$ cat config.mk
export PLATFORM = sky130hd
export DESIGN_NAME = ula_arbiter
export DESIGN_NICKNAME = d
export VERILOG_FILES = /design/src/rtl/ula_pkg.sv /design/src/rtl/ula_rr_pick.sv /design/src/rtl/ula_arbiter.sv
export SDC_FILE = /design/constraint.sdc
export NUM_CORES = 1
export LEC_CHECK = 0
export CORE_MARGIN = 1
export CORE_UTILIZATION = 35
export DETAILED_ROUTE_END_ITERATION = 6
export PLACE_DENSITY = 0.84
export SETUP_SLACK_MARGIN = 0.02
export SYNTH_ARGS = -nofsm -noshare
export SYNTH_HDL_FRONTEND = slang
export SYNTH_SLANG_ARGS = --single-unit
$ cat constraint.sdc
create_clock -name clock -period 1.5 [get_ports clock]
set_clock_uncertainty 0.1 [all_clocks]
set_input_delay 0.15 -clock clock [delete_from_list [all_inputs] [get_ports clock]]
set_output_delay 0.15 -clock clock [all_outputs]
set_load 0.01 [all_outputs]
$ cat src/rtl/ula_pkg.sv
// Shared definitions for the ULA arbiter: opcode encodings, FSM states, default width.
// No logic here; imported by the arbiter, its grant picker and the bench.
package ula_pkg;

    localparam int ULA_WIDTH = 32;

    localparam logic [3:0] ULA_AND  = 4'b0000;
    localparam logic [3:0] ULA_OR   = 4'b0001;
    localparam logic [3:0] ULA_ADD  = 4'b0010;
    localparam logic [3:0] ULA_ADDU = 4'b0011;
    localparam logic [3:0] ULA_SUB  = 4'b0100;
    localparam logic [3:0] ULA_SUBU = 4'b0101;
    localparam logic [3:0] ULA_SLT  = 4'b0110;
    localparam logic [3:0] ULA_SLTU = 4'b0111;

    typedef enum logic [1:0] {
        IDLE    = 2'd0,
        ISSUE   = 2'd1,
        CAPTURE = 2'd2
    } state_t;

endpackage

$ cat src/rtl/ula_rr_pick.sv
// 2-way grant picker: round-robin against rr_last, or fixed priority to req0.
// Purely combinational, zero latency; no backpressure of its own.
module ula_rr_pick #(
    parameter bit RR_ENABLE = 1'b1
) (
    input  logic [1:0] valid,
    input  logic       rr_last,
    output logic       grant_vld,
    output logic       grant_idx
);

    always_comb begin
        grant_vld = |valid;
        grant_idx = 1'b0;
        if (valid == 2'b10) begin
            grant_idx = 1'b1;
        end else if (valid == 2'b11 && RR_ENABLE) begin
            grant_idx = ~rr_last;
        end
    end

endmodule

$ cat src/rtl/ula_arbiter.sv
// Shares one registered ULA between two requesters; accept in cycle N, response pulse in N+3.
// Accepts only in IDLE (one op per 3 cycles); response path has no backpressure.
module ula_arbiter
    import ula_pkg::*;
#(
    parameter int WIDTH     = ULA_WIDTH,
    parameter bit RR_ENABLE = 1'b1
) (
    input  logic             clock,
    input  logic             reset,
    input  logic [1:0]       req_valid,
    output logic [1:0]       req_ready,
    input  logic [3:0]       req0_op,
    input  logic [3:0]       req1_op,
    input  logic [WIDTH-1:0] req0_a,
    input  logic [WIDTH-1:0] req1_a,
    input  logic [WIDTH-1:0] req0_b,
    input  logic [WIDTH-1:0] req1_b,
    output logic [1:0]       rsp_valid,
    output logic [WIDTH-1:0] rsp_r,
    output logic             rsp_z,
    output logic             rsp_o,
    output logic             rsp_err,
    output logic             busy,
    output logic [3:0]       ula_op,
    output logic [WIDTH-1:0] ula_a,
    output logic [WIDTH-1:0] ula_b,
    input  logic [WIDTH-1:0] ula_r,
    input  logic             ula_z,
    input  logic             ula_o
);

    state_t           state, state_nxt;
    logic             owner;
    logic             err_q;
    logic             rr_last;
    logic             grant_vld;
    logic             grant_idx;
    logic             grant_take;
    logic [3:0]       sel_op;
    logic [WIDTH-1:0] sel_a;
    logic [WIDTH-1:0] sel_b;

    ula_rr_pick #(
        .RR_ENABLE (RR_ENABLE)
    ) u_pick (
        .valid     (req_valid),
        .rr_last   (rr_last),
        .grant_vld (grant_vld),
        .grant_idx (grant_idx)
    );

    assign sel_op     = grant_idx ? req1_op : req0_op;
    assign sel_a      = grant_idx ? req1_a  : req0_a;
    assign sel_b      = grant_idx ? req1_b  : req0_b;
    assign grant_take = (state == IDLE) && grant_vld;
    assign busy       = (state != IDLE);

    // Ready is combinational so the handshake completes in the grant cycle.
    always_comb begin
        state_nxt = state;
        req_ready = 2'b00;
        case (state)
            IDLE: begin
                if (grant_vld) begin
                    req_ready[grant_idx] = 1'b1;
                    state_nxt            = ISSUE;
                end
            end
            ISSUE:   state_nxt = CAPTURE;
            CAPTURE: state_nxt = IDLE;
            default: state_nxt = IDLE;
        endcase
    end

    always_ff @(posedge clock) begin
        if (reset) begin
            state     <= IDLE;
            rsp_valid <= 2'b00;
            rsp_r     <= '0;
            rsp_z     <= 1'b0;
            rsp_o     <= 1'b0;
            rsp_err   <= 1'b0;
            ula_op    <= 4'b0000;
            ula_a     <= '0;
            ula_b     <= '0;
            owner     <= 1'b0;
            err_q     <= 1'b0;
            rr_last   <= 1'b1;
        end else begin
            state     <= state_nxt;
            rsp_valid <= 2'b00;
            if (grant_take) begin
                ula_op  <= sel_op;
                ula_a   <= sel_a;
                ula_b   <= sel_b;
                owner   <= grant_idx;
                err_q   <= sel_op[3];
                rr_last <= grant_idx;
            end
            // Illegal opcodes mask R/O; Z still reports the held operands.
            if (state == CAPTURE) begin
                rsp_valid <= owner ? 2'b10 : 2'b01;
                rsp_r     <= err_q ? '0 : ula_r;
                rsp_z     <= ula_z;
                rsp_o     <= ula_o & ~err_q;
                rsp_err   <= err_q;
            end
        end
    end

endmodule

# Word-level counts from Yosys, hierarchy flattened
# Cells that the tools add are included.
# totals
input_bits,174
register_bits,110
output_inout_bits,108
elab_cells,42
# op_classes
n_reduce_logical,6
n_eq_ne,5
muxes,13
bitwise,4
magnitude_cmp,2
# op_table
op,count
$mux 32,3
$mux 2,4
$eq 2x2->1 const B,3
$mux 4,1
$pmux 2 s2,1
$reduce_or 2->1,2
$mux 1,3
$not 1->1,3
$eq 2x1->1 const B,1
$logic_and 1x1->1,2
$logic_not 2->1,1
$lt 1x2->1 const B,1
$ne 2x2->1 const B,1
$reduce_bool 2->1,1
$and 1x1->1,1
$demux 1 s1,1
$ge 1x1->1 const B,1

# Logic depth before layout (Yosys ltp)
# Gate-level depths: netlist of run 1.
# depth
word_depth,9
ltp_mapped,6
ltp_nobuf,4

# Cells and area by module
# A second synthesis of run 1 with hierarchy kept.
# hier_totals
hier_cells,408
area_unflattened_um2,4389.2
# modules_own_cells
mod,cells_per_inst,area_per_inst_um2,instances,seq_area_each_um2
ula_arbiter,406,4375.4,1,2182.1
ula_rr_pick,2,13.8,1,0.0

# Worst setup path after synthesis of run 1
# No wires, ideal clock.
# synth_timing
kind,flip-flop to flip-flop
start,register state[1]
end,register ula_a[26]
setup_slack_ns,0.146
stages_incl_launch_ff,6
arrival_ns,1.121
synth_period_minus_slack_ns,1.354
path_buffers,1
cell_sequence,dfxtp_1 -> nor2_2 -> inv_2 -> clkbuf_1 -> o21ai_0 -> a31oi_1
# synth_between
elab_chain_cells,2
# synth_lines
item,line,rtl
"start, declared",ula_arbiter.sv:33,"state_t state, state_nxt;"
"start signal, assigned",ula_arbiter.sv:91,state <= state_nxt;
$logic_not 2->1,ula_arbiter.sv:56,assign grant_take = (state == IDLE) && grant_vld;
$logic_and 1x1->1,ula_arbiter.sv:56,
"end signal, assigned",ula_arbiter.sv:95,ula_a <= sel_a;
"end, declared",ula_arbiter.sv:26,"output logic [WIDTH-1:0] ula_a,"
# Every way passes these cells.
# A chain may end at the register's enable or synchronous reset.

# Worst setup path after layout of run 1
# layout_timing
start,register state[1]
end,register ula_a[21]
# The elaborated chain is that of the path after synthesis.

==> flow_metrics.py, run 1 <==
metrics = {
    "outcome": {
        "status": "finished, violations left",
        "failed_checks": "setup timing",
    },
    "floorplanning": {
        "dieWidth_um": 117,
        "core_sq_um": 12700,
        "ios": 282,
        "dieArea_sq_um": 13600,
        "initial_utilization_pct": 36.1,
        "die_h_um": 117,
        "rows": 41,
    },
    "place": {
        "place_congestion": 0.759,
        "dpl.cell_count": 986,
        "placed_area_sq_um": 7720,
        "hpwl_mm": 11.7,
        "port_buffers": 281,
    },
    "layout": {
        "fin_area_sq_um": 8460,
        "areaGrowthSynthToFinish_pct": 84.1,
        "drive_above_1_share_pct": 10.9,
        "antenna_cells": 0,
        "utilization_pct": 66.5,
        "nNetsFinal": 1015,
        "stdcell_count": 1018,
    },
    "worst_setup_path": {
        "slowest_stage": "dfxtp_4",
        "cpLargestDelayFamily": "buffers and inverters",
        "worstSetupStartpointType": "flop",
        "cpPeakStageDelay_ns": 0.36,
        "critPathMaxFanout": 8,
        "critical_path_class": "reg2reg",
        "cp.arrival_ns": 1.71,
        "reg2reg_from": "state[1]",
        "startpoint": "state[1]",
        "path_buf_inv": 4,
        "required_ns": 1.68,
        "worst_path_most_repeated_cell": "buf_6",
        "r2r_setup_slack_ns": -0.03,
        "r2r_end": "ula_a[21]",
        "r2r.worst_path.cells": 7,
        "cp_cell_sequence": "buf_6 > nor3b_4 > buf_6 > buf_6 > clkbuf_16 > nand3_1 > a31oi_1",
        "worst_setup_path_end_kind": "flop",
    },
    "global_routing": {
        "grt_first_pass_wirelength_mm": 26.2,
        "grt_pass1_vias": 5101,
        "grt_use_total_pct": 24.7,
        "grt_max_degree": 47,
        "antenna_found_initial": 0,
        "grt_overflow": 0,
    },
    "synth": {
        "synth-xor-area-share_pct": 0,
        "synth.area.top_cells": "dfxtp_1 47%, nand3_1 15%, a31oi_1 9.3%",
        "muxShareOfSynthArea_pct": 0,
        "yosysTopAreaCell": "dfxtp_1",
        "synth_edf_count": 0,
        "synthSimpleGateAreaFrac_pct": 25.0,
        "synth_cells": 572,
        "synth_cell_type_count": 24,
        "synth_compound_gate_area_share_pct": 21.0,
        "synth_seq_cells": 109,
        "synth_nets": 746,
        "synth_top_flop_cell": "dfxtp_1",
        "async_flop_share_pct": 0,
        "yosys-top-cells-count": "136 x nand3_1, 109 x dfxtp_1, 68 x a31oi_1, 59 x o21ai_0, 46 x clkbuf_1",
        "synthAdderAreaFrac_pct": 0,
        "synth_top_family_by_area": "simple AND/OR/NAND/NOR gates",
        "ys_seq_area_share_pct": 47.5,
        "netlist.area_leader.share_pct": 47.5,
        "yosysMostFrequentCell": "nand3_1",
        "synth.avg_cell_area_sq_um": 8.03,
        "syn-cell-area_sq_um": 4600,
        "ys_warn_count": 0,
    },
    "clocking": {
        "cts_max_level": 3,
        "cts_sinks": 109,
        "cts_hold_buf": 0,
        "insertion_delay_ns": 0.35,
        "cts_root_buffer": "clkbuf_16",
        "cts.path.max_buffers": 2,
        "clkTransAtPathRegs_ns": 0.08,
        "cts_made_buffers": 9,
        "tritoncts": "done",
    },
    "timing": {
        "rsz0062_at_grt": "yes",
        "setup_slack_ns": -0.0297,
        "worst_slew_pin_slew_ns": 0.432,
        "fin_crit_ns": 1.53,
        "fmax_mhz": 654,
        "relSlewSlack_pct": 71.2,
        "maxSlewViolCount": 0,
        "setup_violations": 9,
        "finalHoldViolCount": 0,
        "post-route-period-util_pct": 102,
    },
    "power": {
        "p_clk_share_pct": 33.5,
        "netSwitchingFraction_pct": 27.8,
        "sequentialPowerShare_pct": 40.3,
        "leakage_nw": 3.63,
        "p_comb_share_pct": 26.3,
        "peakVddDrop_v": 0.000737,
        "intPower_w": 0.00574,
        "p_per_area_nw_per_um2": 941,
        "power.switching_w": 0.00222,
    },
    "route": {
        "drt_iter0_markers": 416,
        "drc": 0,
        "final_antenna_net_count": 0,
        "num_vias": 5650,
        "wl_mm": 18.9,
        "vias_per_cell": 5.55,
        "wl_per_cell_um": 18.6,
        "first_pass_iters": 4,
    },
    "min_path": {
        "whs_endpoint": "rsp_err",
        "hold_class": "in2reg",
        "min_path_cells": 2,
        "hp-start": "reset",
    },
    "job": {
        "drv_cap": 0,
    },
}
power groups by stage:
stage	Sequential [W]	Combinational, W	Clock, W
global route	0.00323	0.00222	0.00282
detailed placement	0.00328	0.00196	0
finish	0.00321	0.00209	0.00266
global placement	0.00327	0.00193	0
floorplan	0.00336	0.000667	0
CTS	0.00321	0.00191	0.00269
worst max path at each step:
stage	end	cells past startpoint
6_report	ula_a[21]	7
5_1_grt	ula_a[22]	7
4_1_cts	ula_a[26]	6
3_5_place_dp	req_ready[1]	5
3_3_place_gp	req_ready[1]	5
2_1_floorplan	ula_a[26]	5
area by class of cell:
| cell class | count | area (sq um) |
|---|---|---|
| fill | 1076 | 4260 |
| clock buffer | 10 | 239 |
| sequential | 109 | 2190 |
| tap | 172 | 215 |
| inverter | 2 | 7.51 |
| clock inverter | 6 | 92.6 |
| multi-input combinational | 394 | 2270 |
| timing repair buffer | 325 | 3450 |
placed cells by master (no fill, tap or decap), types with 2 or more instances in the layout:
| cell type | synthesis | final |
|---|---|---|
| nand3_2 | 0 | 12 |
| nand3b_1 | 34 | 34 |
| nand2_1 | 38 | 37 |
| a31oi_2 | 0 | 2 |
| buf_4 | 5 | 14 |
| nor3b_1 | 2 | 2 |
| buf_16 | 0 | 2 |
| dfxtp_1 | 109 | 106 |
| o21ai_1 | 11 | 11 |
| nand3_4 | 0 | 2 |
| clkdlybuf4s50_1 | 0 | 174 |
| dfxtp_4 | 0 | 2 |
| o21ai_0 | 59 | 59 |
| nor2_4 | 0 | 2 |
| clkinvlp_4 | 0 | 2 |
| buf_6 | 0 | 10 |
| inv_2 | 1 | 2 |
| inv_6 | 0 | 2 |
| buf_12 | 0 | 13 |
| bufinv_16 | 0 | 2 |
| nor3_1 | 2 | 2 |
| clkbuf_16 | 0 | 15 |
| nand3_1 | 136 | 122 |
| dlymetal6s2s_1 | 0 | 24 |
| a31oi_1 | 68 | 65 |
| a21oi_1 | 36 | 36 |
| dlygate4sd2_1 | 0 | 79 |
per-layer routing:
metal	part of all wire [%]	global-route usage (%)	up-vias
met3	10	7.06	30
met1	40	29.5	2705
met4	2.2	11.1	0
met5	0	0	-
met2	48	41.3	296
li1	-	-	2619
stage by stage:
step                setup slack, ns  hold WS [ns]  setup TNS (ns)  total power (W)
floorplan                     0.146         0.186               0          0.00403
global placement             -0.284         0.336          -15.10          0.00520
detailed placement           -0.284         0.342          -16.87          0.00523
CTS                         -0.0399        0.0692           -1.02          0.00781
global route                -0.0959        0.0827           -2.73          0.00827
finish                      -0.0297        0.0764          -0.142          0.00796
registers in the layout (all words and copies together) (netlist names):
signal     flops
owner          1
rr_last        1
rsp_err        1
rsp_o          1
rsp_r         32
rsp_valid      2
rsp_z          1
state          2
ula_a         32
ula_b         32
ula_op         4
timing repair:
action,4_1_cts,5_1_grt
gates cloned,2,7
setup buffers,2,5
endpoints found under the setup margin,95,90
pin swaps,2,23
endpoints found under the hold margin,0,0
gates resized for setup,90,64
logic make-up after synthesis:
group           after synthesis
buf+inv                      69
flops                       109
compound gates              175
simple gates                219
No activity file was read; power rests on OpenSTA's default activity.
==> inputs of run 2 (changes only) <==
--- a/config.mk
+++ b/config.mk
@@ -8,6 +8,7 @@
 export CORE_MARGIN = 1
 export CORE_UTILIZATION = 35
 export DETAILED_ROUTE_END_ITERATION = 6
+export HOLD_SLACK_MARGIN = 0.08
 export PLACE_DENSITY = 0.84
 export SETUP_SLACK_MARGIN = 0.02
 export SYNTH_ARGS = -nofsm -noshare
==> run 2 against run 1 <==
- the flow still finishes with violations (setup timing)
- wire length increased by 0.26%
- setup slack about the same
- flip-flop and latch count unchanged
- die area unchanged
- register-to-register slack about the same
- total power about the same
- clock power about the same
- worst hold slack improved by 0.18 ns
- first-iteration DRC count decreased by 0.72%
- core utilization increased by 0.079 points
- non-clock buffer count increased by 1
- sequential power about the same
==> flow_metrics.py, run 2 (synthesis results as in run 1) <==
metrics = {
    "outcome": {
        "status": "finished, violations left",
        "failed_checks": "setup timing",
    },
    "global_routing": {
        "grt_first_pass_wirelength_mm": 26.2,
        "antenna_found_initial": 0,
        "grt_use_total_pct": 24.8,
        "grt_max_degree": 47,
        "grt_overflow": 0,
        "grt_pass1_vias": 5099,
    },
    "timing": {
        "finalHoldViolCount": 0,
        "relSlewSlack_pct": 71.1,
        "rsz0062_at_grt": "yes",
        "worst_slew_pin_slew_ns": 0.433,
        "setup_violations": 7,
        "maxSlewViolCount": 0,
        "whs_ns": 0.258,
        "post-route-period-util_pct": 102,
        "setup_slack_ns": -0.0302,
        "fmax_mhz": 654,
        "fin_crit_ns": 1.53,
    },
    "worst_setup_path": {
        "worstSetupStartpointType": "flop",
        "worst_setup_path_end_kind": "flop",
        "cp.arrival_ns": 1.71,
        "critPathMaxFanout": 8,
        "critical_path_class": "reg2reg",
        "required_ns": 1.68,
    },
    "layout": {
        "fin_area_sq_um": 8470,
        "utilization_pct": 66.6,
        "reg.largest.list": "rsp_r (32), ula_a (32), ula_b (32)",
        "areaGrowthSynthToFinish_pct": 84.3,
        "nNetsFinal": 1016,
        "mostFrequentLayoutCells": "174 x clkdlybuf4s50_1, 122 x nand3_1, 106 x dfxtp_1",
        "final_common_cell": "clkdlybuf4s50_1",
        "antenna_cells": 0,
        "fill_cells": 1075,
        "drive_above_1_share_pct": 10.9,
    },
    "floorplanning": {
        "dieWidth_um": 117,
        "initial_utilization_pct": 36.1,
        "dieArea_sq_um": 13600,
        "ios": 282,
        "rows": 41,
        "die_h_um": 117,
        "core_sq_um": 12700,
    },
    "power": {
        "p_clk_share_pct": 33.4,
        "peakVddDrop_v": 0.000739,
        "sequentialPowerShare_pct": 40.3,
        "netSwitchingFraction_pct": 27.8,
        "p_comb_share_pct": 26.3,
        "p_total_w": 0.00796,
        "leakage_nw": 3.63,
        "intPower_w": 0.00575,
        "p_per_area_nw_per_um2": 939,
        "power.switching_w": 0.00221,
    },
    "route": {
        "first_pass_iters": 5,
        "wl_mm": 19.0,
        "drt_iter0_markers": 413,
        "final_antenna_net_count": 0,
        "wl_per_cell_um": 18.6,
        "vias_per_cell": 5.52,
        "num_vias": 5629,
        "drc": 0,
    },
    "min_path": {
        "hold_class": "in2reg",
    },
    "clocking": {
        "cts.path.max_buffers": 2,
        "cts_sinks": 109,
        "insertion_delay_ns": 0.35,
        "cts_max_level": 3,
        "clkTransAtPathRegs_ns": 0.08,
        "cts_root_buffer": "clkbuf_16",
        "tritoncts": "done",
        "cts_made_buffers": 9,
    },
    "place": {
        "hpwl_mm": 11.7,
        "port_buffers": 281,
        "placed_area_sq_um": 7720,
        "place_congestion": 0.759,
    },
    "job": {
        "drv_cap": 0,
    },
}
run 2: changes by cell type in the layout (fill, tap and decap cells not counted), sizes merged:
cell,before,now
dlygate4sd3,0,1
run 2: path summary, 6_finish.rpt:
check	depth (start not counted)	endpoint	from	slack, ns
min	5	owner	req_valid[0]	0.26
min reg2reg	2	rsp_r[13]	rsp_r[13]	0.34
max	7	ula_a[21]	state[1]	-0.03
max reg2reg	7	ula_a[21]	state[1]	-0.03
run 2: per-stage QoR:
stage / setup slack, ns / std cells / setup TNS [ns]
3_5_place_dp: -0.284 / 986 / -16.87
6_report: -0.0302 / 1019 / -0.122
2_1_floorplan: 0.146 / 572 / 0
5_1_grt: -0.0959 / 1019 / -2.73
4_1_cts: -0.0399 / 1007 / -1.02
3_3_place_gp: -0.284 / 986 / -15.10
run 2: power groups by stage:
stage	sequential (W)	combinational (W)	clock [W]
after floorplan	0.00336	0.000667	0
after global placement	0.00327	0.00193	0
after detailed placement	0.00328	0.00196	0
after CTS	0.00321	0.00191	0.00269
after global routing	0.00323	0.00223	0.00282
final	0.00321	0.00209	0.00266
run 2: cell type report:
class,instances,area [sq um],area share [%]
Multi-Input combinational cell,394,2270,26.8
Inverter,2,7.51,0.0886
Tap cell,172,215,2.54
Sequential cell,109,2190,25.9
Clock inverter,6,92.6,1.09
Clock buffer,10,239,2.82
Timing Repair Buffer,326,3460,40.8
run 2: layer usage:
| metal | global-route usage [%] | vias up | wire length (um) |
|---|---|---|---|
| met5 | 0 | - | 0 |
| met4 | 11.1 | 0 | 455 |
| met3 | 7.06 | 36 | 1930 |
| met2 | 41.4 | 307 | 9130 |
| met1 | 29.5 | 2667 | 7440 |
| li1 | - | 2619 | - |
run 2: timing repair:
item,4_1_cts,5_1_grt
endpoints found under the setup margin,95,90
cloned,2,7
gates resized for setup,90,64
hold buffers,1,0
hold endpoints to repair,7,0
pin swaps,2,23
setup buffers,2,5
run 2: worst max-delay path, stage by stage (launching register included):
cell	delay, ns
dfxtp_4	0.36
buf_6	0.12
nor3b_4	0.19
buf_6	0.15
buf_6	0.12
clkbuf_16	0.15
nand3_1	0.09
a31oi_1	0.17
==> inputs of run 3 (changes only) <==
==> constraint.sdc (replaced) <==
create_clock -name clock -period 1.77 [get_ports clock]
set_clock_uncertainty 0.1 [all_clocks]
set_input_delay 0.177 -clock clock [delete_from_list [all_inputs] [get_ports clock]]
set_output_delay 0.177 -clock clock [all_outputs]
set_load 0.01 [all_outputs]
==> run 3 against run 2 <==
- the flow now finishes without violations
- via count decreased by 2.8%
- critical path depth shrank 3
- final cell count fell by 1.5%
- wire length is 8.8% lower
- count of clock-buffer cells in the layout up 1
- highest routed layer unchanged
- sequential share of layout area is 1.4 points higher
- non-clock buffer count shrank 14
- die area unchanged
- critical path type is now reg2out
- critical endpoint is now busy
- largest power group unchanged
- register-to-register slack improved by 0.24 ns
==> flow_metrics.py, run 3 (synthesis results as in run 1) <==
metrics = {
    "worst_setup_path": {
        "critPathMaxFanout": 19,
        "required_ns": 1.49,
        "reg2reg_from": "rr_last",
        "critical_path_class": "reg2out",
        "r2r.worst_path.cells": 5,
        "worst_setup_path_end_kind": "primary output",
        "cp_cell_sequence": "nor2_4 > buf_4 > inv_6 > dlygate4sd2_1",
        "r2r_end": "ula_a[7]",
        "cpPeakStageDelay_ns": 0.37,
        "slowest_stage": "dfxtp_1",
        "r2r_setup_slack_ns": 0.21,
        "cp.arrival_ns": 1.37,
        "worstSetupStartpointType": "flop",
        "startpoint": "state[1]",
    },
    "global_routing": {
        "grt_pass1_vias": 5097,
        "grt_max_degree": 110,
        "grt_first_pass_wirelength_mm": 25.5,
        "grt_use_total_pct": 24.1,
        "antenna_found_initial": 0,
        "grt_overflow": 0,
    },
    "floorplanning": {
        "initial_utilization_pct": 36.1,
        "dieArea_sq_um": 13600,
        "ios": 282,
        "die_h_um": 117,
        "rows": 41,
        "core_sq_um": 12700,
        "dieWidth_um": 117,
    },
    "clocking": {
        "clkTransAtPathRegs_ns": 0.07,
        "cts_root_buffer": "clkbuf_16",
        "tritoncts": "done",
        "cts_max_level": 3,
        "cts_sinks": 109,
        "insertion_delay_ns": 0.34,
        "cts.path.max_buffers": 2,
        "cts_made_buffers": 9,
    },
    "route": {
        "wl_per_cell_um": 17.2,
        "wl_mm": 17.3,
        "drc": 0,
        "num_vias": 5469,
        "drt_iter0_markers": 409,
        "first_pass_iters": 6,
        "vias_per_cell": 5.45,
        "final_antenna_net_count": 0,
    },
    "timing": {
        "setup_violations": 0,
        "relSlewSlack_pct": 67.4,
        "post-route-period-util_pct": 93.1,
        "finalHoldViolCount": 0,
        "fmax_mhz": 607,
        "fin_crit_ns": 1.65,
        "worst_slew_pin_slew_ns": 0.488,
        "fin_setup_tns_ns": 0,
        "maxSlewViolCount": 0,
        "rsz0062_at_grt": "no",
    },
    "power": {
        "p_per_area_nw_per_um2": 812,
        "leakage_nw": 2.72,
        "peakVddDrop_v": 0.000391,
        "p_total_w": 0.00650,
    },
    "outcome": {
        "status": "finished, final reports clean",
    },
    "layout": {
        "mostFrequentLayoutCells": "276 x clkdlybuf4s50_1, 136 x nand3_1, 108 x dfxtp_1",
        "nNetsFinal": 1002,
        "reg.largest.list": "rsp_r (32), ula_a (32), ula_b (32)",
        "drive_above_1_share_pct": 6.49,
        "final_common_cell": "clkdlybuf4s50_1",
        "stdcell_count": 1004,
        "areaGrowthSynthToFinish_pct": 74.2,
        "fin_area_sq_um": 8010,
        "fill_cells": 1103,
        "antenna_cells": 0,
    },
    "min_path": {
        "hold_class": "in2reg",
        "min_path_cells": 3,
        "hp-start": "reset",
        "whs_endpoint": "rsp_r[29]",
    },
    "job": {
        "drv_cap": 0,
    },
    "place": {
        "place_congestion": 0.788,
        "hpwl_mm": 11.6,
        "port_buffers": 281,
        "placed_area_sq_um": 7670,
        "dpl.cell_count": 985,
    },
}
==> run 3: cell count changes in the layout (fill, tap and decap cells not counted), moves of 12 or more <==
cell	before	now
nand3_1	122	136
clkdlybuf4s50_1	174	276
nand3_2	12	0
dlygate4sd2_1	79	4
dlymetal6s2s_1	24	0
==> run 3: final cells by class <==
class | count | area (sq um) | area share [%]
multi-input cells | 394 | 2150 | 26.9
well taps | 172 | 215 | 2.69
clock buffers | 11 | 233 | 2.91
flip-flops and latches | 109 | 2180 | 27.3
clock inverters | 4 | 73.8 | 0.922
repair buffers | 312 | 3140 | 39.2
inverters | 2 | 12.5 | 0.156
==> run 3: worst max-delay path, delay by kind of cell, from the launching register on <==
family	cells	cell delay [ns]
DFF	1	0.37
buffers and inverters	3	0.60
and+or+nand+nor	1	0.06
==> run 3: metal layers <==
layer / track usage, % / vias up / share of wire, %
met3: 7.01 / 41 / 10
li1: - / 2597 / -
met4: 10.2 / 0 / 2.8
met1: 28.6 / 2525 / 39
met2: 40.5 / 306 / 48
met5: 0 / - / 0
==> run 3: power breakdown <==
part	switching, W	total (W)	internal, W
clock network	0.000894	0.00213	0.00124
registers	0.0000928	0.00273	0.00263
logic	0.000742	0.00165	0.000907
==> run 3: worst max path at each step <==
stage          slack [ns]  cells after the start      endpoint
6_report             0.12                      4          busy
4_1_cts              0.05                      4  req_ready[0]
2_1_floorplan        0.40                      3  req_ready[0]
5_1_grt              0.04                      6      ula_a[7]
3_5_place_dp        -0.09                      6     ula_a[12]
3_3_place_gp        -0.07                      5  req_ready[1]
==> run 3: metrics by stage <==
stage	setup slack, ns	hold WS (ns)	util, %
finish	0.122	0.277	62.9
global placement	-0.0722	0.338	60.3
floorplan	0.403	0.213	-
global route	0.0417	0.300	62.9
CTS	0.0462	0.285	62.9
detailed placement	-0.0947	0.344	60.3
==> run 3: what timing repair did <==
action	4_1_cts	5_1_grt
setup buffers	3	1
gates resized for setup	8	0
pin swaps	1	1
hold buffers	0	0
endpoints found under the setup margin	3	1
